### config.mk
export PLATFORM = sky130hd
export DESIGN_NAME = sort4_ctrl
export DESIGN_NICKNAME = d
export VERILOG_FILES = /design/src/rtl/sort4_ctrl.sv
export SDC_FILE = /design/constraint.sdc
export NUM_CORES = 1
export LEC_CHECK = 0
export ABC_AREA = 1
export BUFFER_PORTS_ARGS = -buffer_cell sky130_fd_sc_hd__buf_2
export CORE_ASPECT_RATIO = 0.6
export CORE_MARGIN = 5
export CORE_UTILIZATION = 50
export DETAILED_ROUTE_END_ITERATION = 10
export PLACE_DENSITY = 0.82
export SLEW_MARGIN = 10
export SYNTH_ARGS = -nofsm -noshare
export SYNTH_HDL_FRONTEND = slang
export SYNTH_SLANG_ARGS = --single-unit
### constraint.sdc
create_clock -name clk -period 7.8 [get_ports clk]
set_input_delay 0.78 -clock clk [delete_from_list [all_inputs] [get_ports clk]]
set_output_delay 0.78 -clock clk [all_outputs]
set_load 0.01 [all_outputs]
### src/rtl/sort4_ctrl.sv
// sort4_ctrl: four-element 4-bit bubble sorter, one adjacent compare per cycle with early exit
module sort4_ctrl #(
   parameter bit ASCENDING = 1'b1
) (
   input  logic        clk,
   input  logic        rst,
   input  logic        start,
   input  logic [15:0] din,
   output logic        busy,
   output logic        done,
   output logic [15:0] dout,
   output logic [2:0]  swap_cnt
);
   typedef enum logic [1:0] {IDLE, CMP, DONE} state_t;
   state_t state;
   logic [3:0][3:0] r, rs;
   logic [1:0] pass, idx, nidx;
   logic [3:0] a, b;
   logic swapped, do_swap, last, finish;
   // compare the current pair and form the working registers after an optional swap
   always_comb begin
      nidx = idx + 2'd1;
      a = r[idx];
      b = r[nidx];
      do_swap = ASCENDING ? (a > b) : (a < b);
      last = idx == 2'd2 - pass;
      finish = last && (!(swapped || do_swap) || pass == 2'd2);
      rs = r;
      rs[idx] = do_swap ? b : a;
      rs[nidx] = do_swap ? a : b;
   end
   // control FSM with registered outputs; rst overrides everything
   always_ff @(posedge clk) begin
      if (rst) begin
         state <= IDLE;
         r <= '0;
         pass <= '0;
         idx <= '0;
         swapped <= 1'b0;
         busy <= 1'b0;
         done <= 1'b0;
         dout <= '0;
         swap_cnt <= '0;
      end else begin
         case (state)
            IDLE: begin
               done <= 1'b0;
               if (start) begin
                  r <= din;
                  swap_cnt <= '0;
                  pass <= '0;
                  idx <= '0;
                  swapped <= 1'b0;
                  busy <= 1'b1;
                  state <= CMP;
               end
            end
            CMP: begin
               r <= rs;
               swap_cnt <= swap_cnt + {2'b00, do_swap};
               if (finish) begin
                  dout <= rs;
                  done <= 1'b1;
                  state <= DONE;
               end else if (last) begin
                  pass <= pass + 2'd1;
                  idx <= '0;
                  swapped <= 1'b0;
               end else begin
                  idx <= nidx;
                  swapped <= swapped | do_swap;
               end
            end
            DONE: begin
               done <= 1'b0;
               busy <= 1'b0;
               state <= IDLE;
            end
            default: state <= IDLE;
         endcase
      end
   end
endmodule

; ---- Yosys cells after proc, flatten, opt, wreduce, memory -nomap -nowiden
; Cells that the tools add are included.
; W data, S select, Z words.
[word_totals]
regBits = 44
in_bits = 19
output_inout_bits = 21
elab_cells = 82
[op_classes]
n_addsub = 4
order_cmp = 5
eq_ne = 8
n_mux = 34
bitwise_logic = 1
reduce_logical = 18
[ops]
columns = cell, count
row1 = $bwmux W16, 2
row2 = $pmux W16 S2, 1
row3 = $mux W4, 6
row4 = $bmux W4 S2, 2
row5 = $demux W4 S2, 2
row6 = $mux W16, 1
row7 = $mux W2, 7
row8 = $pmux W2 S2, 3
row9 = $reduce_and A2 Y1, 5
row10 = $ne A2 B2 Y1 const B, 4
row11 = $lt A2 B3 Y1 const B, 2
row12 = $pmux W1 S2, 3
row13 = $pmux W3 S2, 1
row14 = $reduce_bool A2 Y1, 3
row15 = $mux W1, 5
row16 = $add A2 B1 Y2 const B, 2
row17 = $eq A2 B2 Y1 const B, 2
row18 = $ge A2 B1 Y1 const B, 2
row19 = $gt A4 B4 Y1, 1
row20 = $reduce_and A4 Y1, 1
row21 = $add A3 B1 Y3, 1
row22 = $logic_and A1 B1 Y1, 3
row23 = $mux W3, 1
row24 = $reduce_and A3 Y1, 1
row25 = 8 further kinds, 9

; ---- Longest topological paths before layout
; Gate-level depths: netlist of the first run.
[logic_depth]
ltp_word = 10
ltp_mapped = 21

; ---- Least setup slack after synthesis of the first run
; OpenSTA, ideal clock, no wires.
[synth_timing]
kind = register -> register
from = reg idx[0]
to = reg swap_cnt[2]
arrival_ns = 2.799
t_required_ns = 7.677
slack_ns = 4.878
stages_incl_launch_ff = 22
path_buffers = 1
synth_period_minus_slack_ns = 2.922
path_cell_list = dfxtp_1 -> inv_2 -> buf_6 -> ha_1 -> inv_1 -> a21oi_1 -> o21ai_1 -> nand2_2 -> inv_2 -> ha_1 -> nand2_1 -> inv_2 -> nand2_1 -> nand2_4 -> nand2_4 -> inv_1 -> ha_1 -> ha_1 -> inv_1 -> nor2_1 -> o211ai_1 -> a21oi_1
[synth_between]
elab_chain_cells = 6
[synth_rtl]
columns = item, line_no
row1 = "start, declared", 17  ; logic [1:0] pass, idx, nidx;
row2 = "start signal, assigned", 70  ; idx <= nidx;
row3 = $add A2 B1 Y2, 22  ; nidx = idx + 2'd1;
row4 = $bmux W4 S2, 24  ; b = r[nidx];
row5 = $mux W4 (implied by the code), 24
row6 = $gt A4 B4 Y1 *, 25  ; do_swap = ASCENDING ? (a > b) : (a < b);
row7 = $add A3 B1 Y3 *, 60  ; swap_cnt <= swap_cnt + {2'b00, do_swap};
row8 = $pmux W3 S2 *, 45  ; case (state)
row9 = "end signal, assigned", 60
row10 = "end, declared", 12  ; output logic [2:0] swap_cnt
; Mark *: on every way between the ends. The rest lies on a longest branch, timed or not. The select of a mux whose other input is x is not followed.
; A chain may end at the register's enable or synchronous reset.

; ---- Final worst setup path of the first run
; Same ends and word-level chain as after synthesis.

==> results of run 1 <==
==> metal layers <==
layer  up-vias  global-route usage [%]
met2       135                   40.25
met4         0                   5.984
met3        14                   6.419
li1       1514                       -
met1      1371                   34.76
met5         -                       0
==> state kept, by name, summed over array words and instances, names as in the netlist <==
register	count
dout	16
r	16
swap_cnt	3
swapped	1
state	2
busy	1
pass	2
idx	2
done	1
==> layout make-up <==
cell class / count / area, um2 / share of cell area, %
inverter: 76 / 285.3 / 8.865
tap: 80 / 100.1 / 3.110
sequential: 44 / 880.8 / 27.37
multi-input combinational: 317 / 1635 / 50.82
clock inverter: 2 / 38.79 / 1.205
timing repair buffer: 39 / 195.2 / 6.065
clock buffer: 6 / 82.58 / 2.566
==> cell usage after synthesis, types with 2 or more instances <==
library cell and count:
ha_1 15, dfxtp_1 44, clkbuf_1 5, nand3_4 2, o21ai_0 7, nor2_1 13, nand2_2 4, nand3_1 65
o211ai_1 3, buf_2 3, buf_6 2, o21ai_2 2, nand4_1 2, buf_4 3, nand3_2 3, nand2_1 136
a21oi_1 43, o22ai_1 14, nand2_4 2, inv_1 69, buf_1 2, inv_2 6
==> worst min path at each step <==
| stage | endpoint | cells past startpoint | startpoint | slack [ns] |
|---|---|---|---|---|
| 5_1_grt | dout[1]$_SDFFE_PP0P_ | 2 | dout[1]$_SDFFE_PP0P_ | 0.49 |
| 2_1_floorplan | pass[1]$_SDFFE_PP0P_ | 2 | pass[1]$_SDFFE_PP0P_ | 0.44 |
| 3_5_place_dp | dout[10]$_SDFFE_PP0P_ | 2 | dout[10]$_SDFFE_PP0P_ | 0.46 |
| 4_1_cts | dout[10]$_SDFFE_PP0P_ | 2 | dout[10]$_SDFFE_PP0P_ | 0.47 |
| 6_report | dout[8]$_SDFFE_PP0P_ | 2 | dout[8]$_SDFFE_PP0P_ | 0.47 |
| 3_3_place_gp | swap_cnt[2]$_SDFFE_PP0P_ | 1 | swap_cnt[2]$_SDFFE_PP0P_ | 0.45 |
==> power groups by stage <==
stage / clock network, W / registers [W] / logic, W
finish: 0.000188 / 0.000287 / 0.000716
global route: 0.000201 / 0.000291 / 0.000791
CTS: 0.000191 / 0.000286 / 0.000698
detailed placement: 0 / 0.000291 / 0.000695
global placement: 0 / 0.000291 / 0.000695
floorplan: 0 / 0.000282 / 0.000521
==> logic make-up after synthesis <==
family | share of synthesized area [%]
buffers and inverters | 12.87
adder cells (fa/ha/maj) | 6.499
AND/OR/NAND/NOR | 36.27
flip-flops | 30.50
AO/OA/AOI/OAI | 13.56
XOR/XNOR | 0.3033
==> per-stage QoR <==
stage,total power (W),instance area [um2]
after floorplan,0.0008027,2888
after global placement,0.0009859,3097
after detailed placement,0.0009861,3097
after CTS,0.001176,3218
after global routing,0.001283,3218
final,0.001191,3218
==> tightest hold or removal path, cell delays in order (launching register included) <==
cell and delay (ns):
dfxtp_1 0.31, nand3_1 0.07, nand2_1 0.05
==> summary.txt, run 1 <==
Route
  – Detail Route met2 WL: between 3000 and 4000 um
  – Met1 Wirelength: about 4200 um
  – Residual DRC: 0
  – WL/cell: approximately 16 um
  – Uppermost layer routed: met4
  – Via density per instance: 5.379
  – Antenna Nets Post-Route: 0
  – Detailed-route wire length: 8893 um
  – Vias: 3034
  – Starting DRC count in detailed routing: 256
  – Iteration count of the initial detailed-routing pass: 7
  – Routed wl met3: 814 um

Setup path
  – CP max FO: 26
  – Crit-path cells: inv_2 > ha_1 > inv_1 > a21oi_1 > o21ai_1 > nand2_2 > inv_2 > ha_1 > nand2_1 > inv_2 > nand2_1 > nand2_4 > nand2_4 > inv_1 > ha_1 > ha_1 > inv_1 > nor2_1 > o211ai_1 > a21oi_1
  – Crit. Startpoint: idx[0]$_SDFFE_PP0P_
  – Slowest-stage cell, CP: dfxtp_1
  – WP data arrival: 4.25 ns
  – R2R Setup Slk: 3.79 ns
  – RR Endpoint: swap_cnt[2]$_SDFFE_PP0P_
  – CP max stage delay: 0.94 ns
  – CP Depth: 20
  – Buf+Inv Stages, Crit Path: 6
  – Worst reg2reg path depth: 20
  – Worst R2R Start: idx[0]$_SDFFE_PP0P_
  – Critical path launch point type: flop
  – CP delay by family, top: adder cells
  – Endpoint class of the critical path: flop
  – CP required: 8.03 ns
  – CP Class: reg2reg
  – Setup crit end: swap_cnt[2]$_SDFFE_PP0P_
  – Crit-path most repeated cell: ha_1

CTS
  – Num CTS Buffers: 5
  – Clock-pin slew on the worst setup and hold paths: 0.09 ns
  – Clock buffer depth: 2
  – Worst-Skew Late Latency: 0.30 ns
  – Hold-fix buffers at CTS: 0
  – H-tree depth: 2
  – TritonCTS Sinks: 44
  – CTS tree: built
  – Post-CTS setup buffers: 0
  – CTS root buffer: clkbuf_8
  – # resized after CTS: 0

Final layout
  – Fill cell count: 580
  – Final Util: 57.50%
  – Layout Nets: 517
  – Layout cell share with drive strength beyond 1: about 14%
  – Commonest cells after routing, fill and taps aside: 136 x nand2_1, 69 x inv_1, 65 x nand3_1
  – Most common cell after layout, fill and taps aside: nand2_1
  – ANT cells: 0
  – Fin cells: 564
  – Area grow syn2layout: 11.44%

Synthesis
  – Leading area contributor after synthesis: dfxtp_1
  – Cells after synthesis: 452
  – EDFF count, synth: 0
  – Synth Area per Inst: 6.389 um2
  – Syn. warnings: 0
  – Synth async-reset ratio: 0%
  – Sequential share of the synthesized area: 30.50%
  – Seq cells post-synth: between 40 and 50
  – Synthesized area: approximately 2900 um2
  – Syn nets: slightly below 500
  – Synth cell types: 29
  – Top cell type's share of synthesized area: 30.50%
  – Ys flop type: dfxtp_1
  – Synth area leaders: dfxtp_1 31%, nand2_1 18%, nand3_1 11%, inv_1 9.0%, a21oi_1 7.5%

STA
  – Setup Skew: approximately 0.0061 ns
  – Fin. Hold Viols: 0
  – Fmax: 249.1 MHz
  – Tmin final: 4.015 ns
  – Final period utilization: 51.47%
  – RSZ-0062 raised after global routing: false
  – Final worst slack: about 3.8 ns
  – WHS: 0.4690 ns
  – Fin. max-slew vios: 0
  – Relative slew slack: 37.43%
  – Setup_tns: 0 ns
  – Final setup vio count: 0
  – Worst slew pin tran: 0.9372 ns

Global routing
  – Initial antenna violation count: 0
  – Vias in the first global route: 2952
  – Total track usage: 25.30%
  – GRT Residual Overflow: 0
  – First-pass GRT wire length: 14550 um
  – Largest net degree at the start of global routing: 27

Place
  – Post-place setup slack: 3.846 ns
  – Port bufs: 39
  – Dpl hpwl: between 6000 and 7000 um
  – Placed insts: 556
  – RD Place Congestion: 0.9818

Pwr
  – Pwr Density: 370.2 nW/um2
  – Peak supply drop: 0.1702 mV
  – Net Sw Frac: 52.72%
  – Sequential share of power: 24.1%
  – Leak: 1.675 nW
  – P_int: roughly 0.00056 W
  – Clk network pwr share: 15.8%
  – Psw: 0.0006281 W
  – Combinational share of power: 60.1%

Floorplanning
  – Core footprint: about 5600 um2
  – Initial Utilization: 51.60%
  – Die Y: between 60 and 70 um
  – DIE WIDTH: 108.1 um
  – Row cnt: 21
  – I/O pins: 40
  – Die area: 7445 um2

Min path
  – Hold Path Class: reg2reg

Flow run
  – Max Cap Violations: 0

Run status
  – Status: finished clean
Note: power is estimated with default switching activity, not from simulation.
==> inputs of run 2 (changes only) <==
Clock period 7.8 ns to 4.09 ns, I/O delays scaled along.
==> summary.txt, run 2 (synthesized netlist as in run 1, its figures left out) <==
Run status
  – Status: finished clean

Floorplanning
  – Die area: 7445 um2 (unchanged)
  – DIE WIDTH: 108.1 um (unchanged)
  – Row cnt: 21 (unchanged)
  – Die Y: 68.87 um (unchanged)
  – Core footprint: 5597 um2 (unchanged)
  – I/O pins: 40 (unchanged)
  – Initial Utilization: 51.60% (unchanged)

Setup path
  – Critical path launch point type: flop
  – CP Class: reg2reg
  – RR Endpoint: swap_cnt[2]$_SDFFE_PP0P_
  – WP data arrival: 3.44 ns (-0.81 ns)
  – Crit. Startpoint: idx[0]$_SDFFE_PP0P_
  – R2R Setup Slk: 0.89 ns (-2.90 ns)
  – CP max FO: 18 (-31%)
  – Worst reg2reg path depth: 20 (unchanged)
  – Endpoint class of the critical path: flop
  – CP required: 4.33 ns (-3.70 ns)
  – Worst R2R Start: idx[0]$_SDFFE_PP0P_

Min path
  – Min-delay src: din[4]
  – Hold Path Class: in2reg
  – Worst hold stages: 5 (+3)
  – Worst Hold Endpoint: r[4]$_SDFFE_PP0P_

STA
  – WHS: 0.4552 ns (-0.01383 ns)
  – Relative slew slack: 57.38% (+20 points)
  – Final setup vio count: 0 (unchanged)
  – RSZ-0062 raised after global routing: false
  – Final period utilization: 78.30% (+27 points)
  – Fin. max-slew vios: 0 (unchanged)
  – Fmax: 312.3 MHz (+25%)
  – Final worst slack: 0.8877 ns (-2.897 ns)
  – Fin. Hold Viols: 0 (unchanged)
  – Worst slew pin tran: 0.6393 ns (-0.2979 ns)
  – Tmin final: 3.202 ns (-0.8126 ns)
  – Setup Skew: 0.006698 ns (+0.0006357 ns)
  – Setup_tns: 0 ns (unchanged)

CTS
  – Hold-fix buffers at CTS: 0 (unchanged)
  – # resized after CTS: 0 (unchanged)
  – TritonCTS Sinks: 44 (unchanged)
  – H-tree depth: 2 (unchanged)
  – CTS tree: built
  – Worst-Skew Late Latency: 0.31 ns (about the same)
  – CTS root buffer: clkbuf_8
  – Clock buffer depth: 2 (unchanged)
  – Clock-pin slew on the worst setup and hold paths: 0.09 ns (about the same)
  – Num CTS Buffers: 5 (unchanged)
  – Post-CTS setup buffers: 0 (unchanged)

Route
  – Detailed-route wire length: 8765 um (-1.4%)
  – Antenna Nets Post-Route: 0 (unchanged)
  – Via density per instance: 5.465 (+1.6%)
  – Starting DRC count in detailed routing: 263 (+2.7%)
  – Residual DRC: 0 (unchanged)
  – Iteration count of the initial detailed-routing pass: 7 (unchanged)
  – WL/cell: 15.49 um (-1.8%)
  – Vias: 3093 (+1.9%)

Pwr
  – Pwr Density: 694.9 nW/um2 (+88%)
  – Psw: 0.001167 W (+86%)
  – Clk network pwr share: 16.2% (+0.4 points)
  – P_int: 0.001080 W (+92%)
  – Pwr Total: 0.002247 W (+89%)
  – Leak: 1.686 nW (+0.64%)
  – Sequential share of power: 23.5% (-0.6 points)
  – Combinational share of power: 60.3% (+0.2 points)
  – Net Sw Frac: 51.95% (-0.77 points)
  – Peak supply drop: 0.2524 mV (+48%)

Final layout
  – Register area: 880.8 um2 (unchanged)
  – Most common cell after layout, fill and taps aside: nand2_1
  – Largest registers: dout: 16 flops, r: 16 flops, swap_cnt: 3 flops
  – Fill cell count: 557 (-4.0%)
  – Area of the multi-input gates: 1635 um2 (unchanged)
  – Commonest cells after routing, fill and taps aside: 136 x nand2_1, 69 x inv_1, 65 x nand3_1
  – Layout cell share with drive strength beyond 1: 14.61% (+0.35 points)
  – ANT cells: 0 (unchanged)
  – Area grow syn2layout: 11.96%
  – Layout Nets: 519 (+0.39%)

Global routing
  – Initial antenna violation count: 0 (unchanged)
  – First-pass GRT wire length: 14330 um (-1.5%)
  – Total track usage: 24.95% (-0.35 points)
  – GRT Residual Overflow: 0 (unchanged)
  – Largest net degree at the start of global routing: 27 (unchanged)
  – Vias in the first global route: 2935 (-0.58%)

Place
  – Post-place setup slack: 0.9358 ns (-2.911 ns)
  – RD Place Congestion: 0.9922 (+1.1%)
  – Port bufs: 39 (unchanged)
  – Dpl hpwl: 6635 um (-1.4%)

Flow run
  – Max Cap Violations: 0 (unchanged)
-- run 2: cell count changes in the layout (fill, tap and decap cells not counted), sizes merged --
cell,previous run,this run
buf,39,41
-- run 2: power groups by stage --
stage          Sequential (W)  Combinational [W]  Clock [W]
6_report             0.000528            0.00135   0.000364
5_1_grt              0.000535            0.00151   0.000386
4_1_cts              0.000527            0.00132   0.000366
3_5_place_dp         0.000536            0.00132          0
3_3_place_gp         0.000535            0.00131          0
2_1_floorplan        0.000538           0.000993          0
-- run 2: stage by stage --
stage               cell area, um2  utilization [%]  instances
CTS                           3233            57.77        566
global placement              3112            55.60        558
global route                  3233            57.77        566
floorplan                     2888                -        452
detailed placement            3112            55.60        558
finish                        3233            57.77        566
-- run 2: layout make-up --
| class | instances | area share [%] |
|---|---|---|
| tap | 80 | 3.096 |
| multi-input combinational | 317 | 50.58 |
| timing repair buffer | 41 | 6.502 |
| clock inverter | 2 | 1.200 |
| sequential | 44 | 27.24 |
| clock buffer | 6 | 2.554 |
| inverter | 76 | 8.824 |
-- run 2: how the worst max path moves through the flow --
stage	slack [ns]	endpoint	cells past startpoint
finish	0.89	swap_cnt[2]$_SDFFE_PP0P_	20
global route	0.60	swap_cnt[2]$_SDFFE_PP0P_	20
CTS	0.92	swap_cnt[2]$_SDFFE_PP0P_	20
detailed placement	0.94	swap_cnt[2]$_SDFFE_PP0P_	20
global placement	1.03	swap_cnt[2]$_SDFFE_PP0P_	20
floorplan	1.17	swap_cnt[2]$_SDFFE_PP0P_	21
-- run 2: layer usage --
metal / vias to the layer above / share of wire [%] / track usage, %
met5: - / 0 / 0
met4: 0 / 1.7 / 6.772
met3: 18 / 8.6 / 6.047
met2: 144 / 43 / 41.49
met1: 1420 / 47 / 32.86
li1: 1511 / - / -
-- run 2: critical path, stage by stage, from the launching register on --
cell,delay (ns)
dfxtp_1,0.35
inv_2,0.15
ha_1,0.47
inv_1,0.14
a21oi_1,0.12
o21ai_1,0.09
nand2_2,0.08
inv_2,0.04
ha_1,0.30
nand2_1,0.07
inv_2,0.07
nand2_1,0.09
nand2_4,0.12
nand2_4,0.11
inv_1,0.19
ha_1,0.19
ha_1,0.13
inv_1,0.04
nor2_1,0.15
o211ai_1,0.10
a21oi_1,0.14
==> inputs of run 3 (changes only) <==
Settings changed: ABC_AREA 1 to 0, PLACE_DENSITY 0.82 to 0.83.
Clock period 4.09 ns to 3.3 ns, I/O delays scaled along.
==> summary.txt, run 3 <==
Route
  – WL/cell: 19.18 um (+24%)
  – Starting DRC count in detailed routing: 250 (-4.9%)
  – Antenna Nets Post-Route: 0 (unchanged)
  – Iteration count of the initial detailed-routing pass: 5 (-2)
  – Via density per instance: 6.231 (+14%)
  – Detailed-route wire length: 7462 um (-15%)
  – Vias: 2424 (-22%)
  – Residual DRC: 0 (unchanged)

Final layout
  – Register area: 882.1 um2 (+0.14%)
  – Fin cells: 389 (-31%)
  – Most common cell after layout, fill and taps aside: dfxtp_1
  – Layout cell share with drive strength beyond 1: 31.89% (+17 points)
  – Largest registers: dout: 16 flops, r: 16 flops, swap_cnt: 3 flops
  – ANT cells: 0 (unchanged)
  – Final Util: 61.93% (+4.2 points)
  – Area grow syn2layout: 21.55%
  – Area of the multi-input gates: 1594 um2 (-2.5%)
  – Layout Nets: 356 (-31%)
  – Commonest cells after routing, fill and taps aside: 43 x dfxtp_1, 39 x buf_2, 35 x nor2_1
  – Fin area: 3084 um2 (-4.6%)
  – Fill cell count: 409 (-27%)

Global routing
  – Total track usage: 23.69% (-1.3 points)
  – GRT Residual Overflow: 0 (unchanged)
  – Largest net degree at the start of global routing: 42 (+56%)
  – Vias in the first global route: 2304 (-21%)
  – Initial antenna violation count: 0 (unchanged)
  – First-pass GRT wire length: 12080 um (-16%)

Pwr
  – Pwr Density: 640.5 nW/um2 (-7.8%)
  – Leak: 1.248 nW (-26%)
  – Peak supply drop: 0.3219 mV (+28%)

Setup path
  – Slowest-stage cell, CP: mux2_4
  – Crit-path most repeated cell: inv_1
  – Endpoint class of the critical path: flop
  – CP delay by family, top: compound AO/OA/AOI/OAI gates
  – WP data arrival: 3.41 ns (-0.03 ns)
  – Crit-path cells: inv_1 > ha_4 > mux4_2 > inv_1 > ha_1 > nor2b_4 > o211a_4 > o21ai_4 > clkinv_4 > mux2_4 > a222oi_1 > buf_4 > a211oi_1
  – CP Class: reg2reg
  – CP required: 3.46 ns (-0.87 ns)
  – CP max FO: 10 (-8)
  – Buf+Inv Stages, Crit Path: 4 (-2)
  – Critical path launch point type: flop
  – CP max stage delay: 0.35 ns (-0.12 ns)

Synthesis
  – Syn. warnings: 0 (unchanged)
  – Synthesized area: 2537 um2 (-12%)
  – Top cells by count, synth: 44 x dfxtp_1, 36 x nor2_1, 20 x a211oi_1, 18 x a22oi_1
  – Most instantiated library cell after synthesis: dfxtp_1
  – Seq cells post-synth: 44 (unchanged)
  – Synth Area per Inst: 9.433 um2 (+48%)
  – Top cell type's share of synthesized area: 34.71% (+4.2 points)
  – Synth area leaders: dfxtp_1 35%, ha_1 7.4%, mux4_2 7.1%, a211oi_1 5.9%, a22oi_1 5.3%
  – EDFF count, synth: 0 (unchanged)
  – Synth async-reset ratio: 0% (unchanged)
  – Sequential share of the synthesized area: 34.71% (+4.2 points)
  – Synth cell types: 37 (+28%)
  – Ys flop type: dfxtp_1
  – Cells after synthesis: 269 (-40%)
  – Syn nets: 303 (-38%)
  – Leading area contributor after synthesis: dfxtp_1

Place
  – RD Place Congestion: 0.9798 (-1.2%)
  – Placed insts: 372 (-33%)
  – Post-DP Area: 2893 um2 (-7.0%)
  – Dpl hpwl: 5568 um (-16%)
  – Port bufs: 39 (unchanged)

CTS
  – Clock buffer depth: 2 (unchanged)
  – Worst-Skew Late Latency: 0.31 ns (about the same)
  – Num CTS Buffers: 5 (unchanged)
  – H-tree depth: 2 (unchanged)
  – CTS tree: built
  – CTS root buffer: clkbuf_8
  – Clock-pin slew on the worst setup and hold paths: 0.09 ns (about the same)
  – TritonCTS Sinks: 44 (unchanged)

STA
  – Final period utilization: 98.36% (+20 points)
  – Relative slew slack: 53.68% (-3.7 points)
  – Worst slew pin tran: 0.6931 ns (+0.05379 ns)
  – Setup Skew: 0.006081 ns (-0.0006172 ns)
  – Fin. max-slew vios: 0 (unchanged)
  – Fin. Hold Viols: 0 (unchanged)
  – RSZ-0062 raised after global routing: true
  – Tmin final: 3.246 ns (+0.04345 ns)
  – Fmax: 308.1 MHz (-1.3%)
  – Final setup vio count: 0 (unchanged)

Min path
  – Hold Path Class: in2reg

Floorplanning
  – DIE WIDTH: 102.0 um (-5.7%)
  – Initial Utilization: 50.95% (-0.64 points)
  – Row cnt: 20 (-4.8%)
  – I/O pins: 40 (unchanged)
  – Die area: 6646 um2 (-11%)
  – Die Y: 65.18 um (-5.4%)
  – Core footprint: 4980 um2 (-11%)

Run status
  – Status: finished clean

Flow run
  – Max Cap Violations: 0 (unchanged)
## run 3: cell count changes after synthesis, moves of 7 or more
cell      change
a22oi_1      +18
nor2_1       +23
a21oi_1      -37
a211oi_1     +20
and2_1       +10
nor2b_1       +7
nand2_1     -121
mux4_2        +8
a221oi_1     +10
nand3_1      -65
inv_1        -60
## run 3: worst paths after layout
check                                          start                    to  slack (ns)  depth (start not counted)
worst max register to register   idx[1]$_SDFFE_PP0P_     r[2]$_SDFFE_PP0P_        0.05                         13
worst max-delay path             idx[1]$_SDFFE_PP0P_     r[2]$_SDFFE_PP0P_        0.05                         13
worst min-delay path                         din[13]    r[13]$_SDFFE_PP0P_        0.30                          3
worst min register to register  dout[9]$_SDFFE_PP0P_  dout[9]$_SDFFE_PP0P_        0.50                          2
## run 3: power breakdown
part | total, W | internal [W] | switching, W
Combinational | 0.000980 | 0.000487 | 0.000493
Sequential | 0.000635 | 0.000583 | 0.0000519
Clock | 0.000361 | 0.000169 | 0.000191
Total | 0.00198 | 0.00124 | 0.000736
## run 3: cell type report
cell class | count | share of cell area (%)
Clock inverter | 2 | 0.4868
Inverter | 10 | 1.379
Tap cell | 66 | 2.677
Timing Repair Buffer | 61 | 12.49
Sequential cell | 44 | 28.60
Multi-Input combinational cell | 200 | 51.68
Clock buffer | 6 | 2.677
## run 3: layer usage
metal / vias up / wire [um] / global-route usage [%]
met5: - / 0 / 0
met4: 0 / 99 / 6.219
met3: 10 / 769 / 5.938
met2: 126 / 3085 / 33.66
met1: 1152 / 3508 / 35.38
li1: 1136 / - / -
## run 3: logic make-up (layout without fill, tap and decap cells)
kind of cell / after synthesis / after routing / share of synthesized area [%]
compound gates: 85 / 85 / 25.49
simple gates: 75 / 75 / 13.56
flops: 44 / 44 / 34.71
buf+inv: 25 / 79 / 4.043
mux: 23 / 23 / 14.10
fa+ha+maj: 15 / 15 / 7.396
xor+xnor: 2 / 2 / 0.6905
## run 3: metrics by stage
stage / total power, W / hold slack (ns) / setup TNS, ns / worst slack [ns]
3_3_place_gp: 0.001460 / 0.4811 / 0 / 0.1280
6_report: 0.001975 / 0.3045 / 0 / 0.05423
2_1_floorplan: 0.001241 / 0.4644 / 0 / 0.007327
5_1_grt: 0.002087 / 0.3346 / -0.4612 / -0.1012
3_5_place_dp: 0.001474 / 0.4898 / 0 / 0.01985
4_1_cts: 0.001834 / 0.3021 / 0 / 0.01877
## run 3: what timing repair did
item | in CTS | in global routing
gates resized for setup | 0 | 6
hold buffers | 0 | 0
endpoints found under the setup margin | 0 | 24
setup buffers | 0 | 9
## run 3: worst min-delay path, stage by stage
cell and delay (ns):
buf_2 0.08, a22oi_1 0.05, o22ai_1 0.11
